### src/rtl/mem_dump_reader.sv
// Streams len consecutive memory words, each tagged with its address, onto a valid/ready output stream.
// Define DUMP_CHECKSUM_EN to build the running checksum; otherwise checksum is tied to zero.
module mem_dump_reader #(
    parameter int N          = 32,
    parameter int AW         = 7,
    parameter int RD_LAT     = 1,
    parameter int FIFO_DEPTH = 4
) (
    input  logic          clk,
    input  logic          reset,
    input  logic          start,
    input  logic [AW-1:0] base_addr,
    input  logic [AW:0]   len,
    output logic          mem_rd_en,
    output logic [AW-1:0] mem_addr,
    input  logic [N-1:0]  mem_rdata,
    output logic [N-1:0]  out_data,
    output logic [AW-1:0] out_addr,
    output logic          out_valid,
    input  logic          out_ready,
    output logic          busy,
    output logic          done,
    output logic [N-1:0]  checksum
);

    // Output handshake: a beat transfers on any edge where out_valid && out_ready; while
    // out_valid is high and out_ready low, out_valid/out_data/out_addr stay unchanged.

    localparam int PW = $clog2(FIFO_DEPTH);
    localparam int CW = PW + 1;
    localparam int OW = $clog2(FIFO_DEPTH + RD_LAT + 2) + 1;

    localparam logic [AW:0]   REM_ONE  = 1;
    localparam logic [AW-1:0] ADDR_ONE = 1;
    localparam logic [PW-1:0] PTR_ONE  = 1;
    localparam logic [CW-1:0] CNT_ONE  = 1;
    localparam logic [OW-1:0] OCC_MAX  = OW'(FIFO_DEPTH);

    typedef enum logic [1:0] {
        S_IDLE   = 2'd0,
        S_ISSUE  = 2'd1,
        S_DRAIN  = 2'd2,
        S_FINISH = 2'd3
    } state_e;

    state_e              state_q, state_d;
    logic [AW:0]         rem_q, rem_d;
    logic [AW-1:0]       next_addr_q, next_addr_d;
    logic                mem_rd_en_q, mem_rd_en_d;
    logic [AW-1:0]       mem_addr_q, mem_addr_d;
    logic [RD_LAT-1:0]   pipe_vld_q, pipe_vld_d;
    logic [AW-1:0]       pipe_addr_q [RD_LAT];
    logic [AW-1:0]       pipe_addr_d [RD_LAT];
    logic [N-1:0]        fifo_data_q [FIFO_DEPTH];
    logic [N-1:0]        fifo_data_d [FIFO_DEPTH];
    logic [AW-1:0]       fifo_addr_q [FIFO_DEPTH];
    logic [AW-1:0]       fifo_addr_d [FIFO_DEPTH];
    logic [PW-1:0]       wr_ptr_q, wr_ptr_d;
    logic [PW-1:0]       rd_ptr_q, rd_ptr_d;
    logic [CW-1:0]       fifo_count_q, fifo_count_d;

    logic [OW-1:0]       inflight;
    logic [OW-1:0]       occupancy;
    logic                start_acc;
    logic                issue;
    logic                push;
    logic                pop;

    always_ff @(posedge clk) begin
        if (reset) begin
            state_q      <= S_IDLE;
            rem_q        <= '0;
            next_addr_q  <= '0;
            mem_rd_en_q  <= 1'b0;
            mem_addr_q   <= '0;
            pipe_vld_q   <= '0;
            pipe_addr_q  <= '{default: '0};
            fifo_data_q  <= '{default: '0};
            fifo_addr_q  <= '{default: '0};
            wr_ptr_q     <= '0;
            rd_ptr_q     <= '0;
            fifo_count_q <= '0;
        end else begin
            state_q      <= state_d;
            rem_q        <= rem_d;
            next_addr_q  <= next_addr_d;
            mem_rd_en_q  <= mem_rd_en_d;
            mem_addr_q   <= mem_addr_d;
            pipe_vld_q   <= pipe_vld_d;
            pipe_addr_q  <= pipe_addr_d;
            fifo_data_q  <= fifo_data_d;
            fifo_addr_q  <= fifo_addr_d;
            wr_ptr_q     <= wr_ptr_d;
            rd_ptr_q     <= rd_ptr_d;
            fifo_count_q <= fifo_count_d;
        end
    end

    // Outstanding reads: the strobe on the port now plus every tracked entry not yet pushed.
    always_comb begin
        inflight = OW'(mem_rd_en_q);
        for (int i = 0; i < RD_LAT; i++) begin
            inflight = inflight + OW'(pipe_vld_q[i]);
        end
    end

    assign occupancy = OW'(fifo_count_q) + inflight;
    assign start_acc = (state_q == S_IDLE) && start;
    assign issue     = (state_q == S_ISSUE) && (rem_q != '0) && (occupancy < OCC_MAX);
    assign push      = pipe_vld_q[RD_LAT-1];
    assign pop       = out_valid && out_ready;

    always_comb begin
        state_d = state_q;
        unique case (state_q)
            S_IDLE:   if (start) state_d = (len == '0) ? S_FINISH : S_ISSUE;
            S_ISSUE:  if (issue && rem_q == REM_ONE) state_d = S_DRAIN;
            S_DRAIN:  if (pop && fifo_count_q == CNT_ONE && inflight == '0) state_d = S_FINISH;
            S_FINISH: state_d = S_IDLE;
            default:  state_d = S_IDLE;
        endcase
    end

    always_comb begin
        busy      = (state_q == S_ISSUE) || (state_q == S_DRAIN);
        done      = (state_q == S_FINISH);
        mem_rd_en = mem_rd_en_q;
        mem_addr  = mem_addr_q;
        out_valid = (fifo_count_q != '0);
        out_data  = fifo_data_q[rd_ptr_q];
        out_addr  = fifo_addr_q[rd_ptr_q];
    end

    always_comb begin
        rem_d        = rem_q;
        next_addr_d  = next_addr_q;
        mem_rd_en_d  = issue;
        mem_addr_d   = mem_addr_q;
        pipe_vld_d   = pipe_vld_q;
        pipe_addr_d  = pipe_addr_q;
        fifo_data_d  = fifo_data_q;
        fifo_addr_d  = fifo_addr_q;
        wr_ptr_d     = wr_ptr_q;
        rd_ptr_d     = rd_ptr_q;
        fifo_count_d = fifo_count_q;

        if (start_acc) begin
            rem_d       = len;
            next_addr_d = base_addr;
        end
        if (issue) begin
            mem_addr_d  = next_addr_q;
            next_addr_d = next_addr_q + ADDR_ONE;
            rem_d       = rem_q - REM_ONE;
        end

        pipe_vld_d[0]  = mem_rd_en_q;
        pipe_addr_d[0] = mem_addr_q;
        for (int i = 1; i < RD_LAT; i++) begin
            pipe_vld_d[i]  = pipe_vld_q[i-1];
            pipe_addr_d[i] = pipe_addr_q[i-1];
        end

        // The last pipe stage lines up with mem_rdata being valid on the port.
        if (push) begin
            fifo_data_d[wr_ptr_q] = mem_rdata;
            fifo_addr_d[wr_ptr_q] = pipe_addr_q[RD_LAT-1];
            wr_ptr_d              = wr_ptr_q + PTR_ONE;
        end
        if (pop) begin
            rd_ptr_d = rd_ptr_q + PTR_ONE;
        end
        if (push && !pop) begin
            fifo_count_d = fifo_count_q + CNT_ONE;
        end else if (!push && pop) begin
            fifo_count_d = fifo_count_q - CNT_ONE;
        end
    end

`ifdef DUMP_CHECKSUM_EN
    logic [N-1:0] checksum_q, checksum_d;

    always_comb begin
        checksum_d = checksum_q;
        if (start_acc) begin
            checksum_d = '0;
        end else if (pop) begin
            checksum_d = checksum_q + out_data;
        end
    end

    always_ff @(posedge clk) begin
        if (reset) begin
            checksum_q <= '0;
        end else begin
            checksum_q <= checksum_d;
        end
    end

    assign checksum = checksum_q;
`else
    assign checksum = '0;
`endif

endmodule

### config.mk
export PLATFORM = sky130hd
export DESIGN_NAME = mem_dump_reader
export DESIGN_NICKNAME = d
export VERILOG_FILES = /design/src/rtl/mem_dump_reader.sv
export SDC_FILE = /design/constraint.sdc
export NUM_CORES = 1
export LEC_CHECK = 0
export ABC_AREA = 1
export CAP_MARGIN = 5
export CORE_UTILIZATION = 54
export CTS_CLUSTER_DIAMETER = 150
export CTS_CLUSTER_SIZE = 14
export DETAILED_ROUTE_END_ITERATION = 10
export PLACE_DENSITY_LB_ADDON = 0.05
export REMOVE_ABC_BUFFERS = 1
export SYNTH_ARGS = -nofsm -noshare
export SYNTH_HDL_FRONTEND = slang
export SYNTH_SLANG_ARGS = --single-unit
### constraint.sdc
create_clock -name clk -period 2 [get_ports clk]
set_input_delay 0.6 -clock clk [delete_from_list [all_inputs] [get_ports clk]]
set_output_delay 0.6 -clock clk [all_outputs]
set_load 0.02 [all_outputs]
==> impl_results.md, run 1 <==
* Max Cap Viol at 0
* Failing checks: negative setup slack
* CP required at 1400 ps
* Sequential share of the synthesized area at 44.5%
* Pins Over Slew Limit at 0
* Critical Path Start Type: register
* Final setup viols at 39
* Bufs and invs on worst path at 3
* HPWL after DPL at 13.7 mm
* R2r setup slk at 230 ps
* Clock latency on the worst-skew pair at between 400 and 500 ps
* Asr flop ratio synth at 0%
* CTS tree: yes
* DP Worst Slack at -253 ps
* Ports at 133
* Mapped cell area at 8810 µm²
* Layout cells sized above 1 at 13.6%
* GRT Total Usage at 27.7%
* Synth Flop Type: dfxtp_1
* Worst path cell trace: inv_8 > bufbuf_16 > nor2_1 > o22ai_1 > buf_4
* Maximum fanout along the worst path at 6
* Post-Syn Instances at 1,238
* Initial antenna violation count at 0
* Critical path type: register to output port
* Leakage at 4.61 nW
* WP data arrival at approximately 1600 ps
* CTS Buf Count at 17
* Die width at around 130 µm
* Initial DRC count at around 660
* Number of clock sinks at 196
* Maximum VDD drop at 0.731 mV
* Achievable frequency at 450 MHz
* Largest net degree at the start of global routing at 90
* Worst reg2reg endpoint: rem_q[5]
* RSZ-0062 raised after global routing: yes
* Worst hold stages at 2
* Tmin final at 2220 ps
* Seq. cell area at just under 4000 µm²
* H-tree levels at 4
* Cell Rows at 46
* First-pass GRT wire length at 36.4 mm
* Core footprint at 15,900 µm²
* Gr ovfl total at 0
* Drt pass-1 iters at 5
* CP max stage delay at 390 ps
* Hold EP: pipe_addr_q[0]
* CP max-delay cell: dfxtp_4
* Post-route DRC at 0
* Via/cell ratio at 5.23
* Number of synthesized register bits at 196
* Status: finished with violations
* Fin Setup TNS at -6030 ps
* Routed Antenna Nets at 0
* Stages on worst setup path at 5
* Hold Startpoint: mem_addr[0]
* Average size of a mapped cell at 7.12 µm²
* Gp weighted congestion at 0.810
* Detailed-route wire length at 23.1 mm
* Vias in the first global route at about 7,400
* Starting density of the core at 55.5%
* Die Ht at 130 µm
* Power per standard cell area at 1320 nW/µm²
* Final Cell Area at 11,100 µm²
* Commonest non-fill, non-tap cell in the layout: nor2_1
* Skew final at 7.67 ps
* Origin of the critical flop-to-flop path: mem_rd_en
* Antenna fix cells at 0
* Fin. Hold Viols at 0
* Placed cell area at a little over 10,000 µm²
* Worst min-delay path class: register to register
* Area delta synth->final at 26.0%
* Clock root cell: clkbuf_16
* Synth unique cells at 33
* Post-synth EDFFs at 0
* DIE AREA at 16,800 µm²
* Count of buffers from port buffering at 100
* Cts hold-fix bufs at 0
* Via count at 8,235
* Fillers at 1,415
* Final Util at 69.9%
* Fin nets at 1,418
* Area of the multi-input gates at 4320 µm²
* Max clock buf depth at 2
* Worst setup slack after layout at -220 ps
* Syn. warnings at 0
* Clock-pin slew on the worst setup and hold paths at 60 ps
* Period Utilization, post-route at 111%
* CP top delay family: buffers and inverters
* Reg2Reg Depth at 10
* Most frequent cells in the layout: nor2_1 (429), dfxtp_1 (193), o21ai_0 (189)
* Setup crit end kind: output port
* Routed length per instance at approximately 15 µm
## worst max-delay path by stage
stage                      startpoint      endpoint  slack, ps
after CTS                 rd_ptr_q[1]   out_addr[1]       -230
after global placement    rd_ptr_q[1]  out_data[26]       -250
after global routing      rd_ptr_q[0]  out_data[19]       -280
after detailed placement  rd_ptr_q[1]  out_data[26]       -250
after floorplan           rd_ptr_q[0]   out_addr[0]      -1240
final                     rd_ptr_q[0]  out_data[15]       -220
## where the power goes
group          switching (W)  internal [W]  leakage (nW)
Combinational        0.00382       0.00303          2.77
Sequential          0.000360       0.00434          1.59
Clock                0.00141       0.00166         0.250
Total                0.00559       0.00903          4.61
## worst min-delay path, delay by kind of cell, from the launching register on
family | cells | cell delay [ps]
buf+inv | 1 | 40
simple gates | 1 | 40
flops | 1 | 310
## metrics by stage
stage          std cells  hold slack [ps]  total power (W)
4_1_cts             1571              437           0.0143
6_report            1576              431           0.0146
2_1_floorplan       1156              449          0.00844
3_3_place_gp        1529              425           0.0110
5_1_grt             1576              464           0.0155
3_5_place_dp        1529              428           0.0111
## final cells by class
class | count | share of cell area, %
well taps | 216 | 2.43
multi-input cells | 905 | 38.9
repair buffers | 172 | 16.7
clock buffers | 28 | 4.38
flip-flops and latches | 196 | 35.4
clock inverters | 4 | 0.214
inverters | 55 | 2.01
## Yosys cell counts, types with 2 or more instances
| library cell | n | area, µm² |
|---|---|---|
| nor2_4 | 3 | 33.8 |
| nand2_1 | 61 | 229 |
| a21oi_1 | 17 | 85.1 |
| dfxtp_1 | 196 | 3920 |
| xnor2_1 | 4 | 35.0 |
| xor2_1 | 4 | 35.0 |
| nor2_2 | 2 | 12.5 |
| buf_2 | 15 | 75.1 |
| inv_1 | 52 | 195 |
| nand2_2 | 2 | 12.5 |
| o22ai_1 | 45 | 282 |
| nand3_1 | 20 | 100 |
| buf_4 | 33 | 248 |
| o21ai_0 | 239 | 1200 |
| o21ai_1 | 13 | 65.1 |
| nand3b_1 | 2 | 15.0 |
| nor2_1 | 430 | 1610 |
| clkbuf_1 | 60 | 225 |
| nand4_1 | 3 | 18.8 |
| nand2_4 | 2 | 22.5 |
| a21oi_2 | 3 | 26.3 |
| buf_6 | 2 | 22.5 |
| ha_1 | 20 | 250 |
## kinds of logic after synthesis
logic type | synth area share, %
simple gates | 23.6
compound gates | 19.0
xor+xnor | 0.795
flops | 44.5
buf+inv | 9.17
fa+ha+maj | 2.84
other cells | 0.0426
## sequential cells by signal, indices dropped and copies added, names as in the netlist, 3 cells and up
register	cells
rem_q	8
fifo_addr_q	28
mem_addr	7
pipe_addr_q	7
fifo_count_q	3
fifo_data_q	128
next_addr_q	7
## per-layer routing
metal / vias up / part of all wire [%] / track usage [%]
met4: 0 / 1.4 / 8.41
met5: - / 0 / 0
met3: 30 / 6.0 / 5.78
met2: 244 / 49 / 47.9
met1: 3768 / 43 / 34.7
li1: 4193 / - / -
## timing repair
| item | in CTS | in global routing |
|---|---|---|
| setup buffers | 5 | 3 |
| cloned | 5 | 3 |
| setup endpoints to repair | 46 | 43 |
| pin swaps | 8 | 8 |
| resized for setup | 262 | 61 |
(Power assumes the default switching activity.)
==> inputs of run 2 (changes only) <==
SLEW_MARGIN = 40   (was not set)
==> results of run 2 <==
Final layout, timing and power as in run 1 (identical DEF).
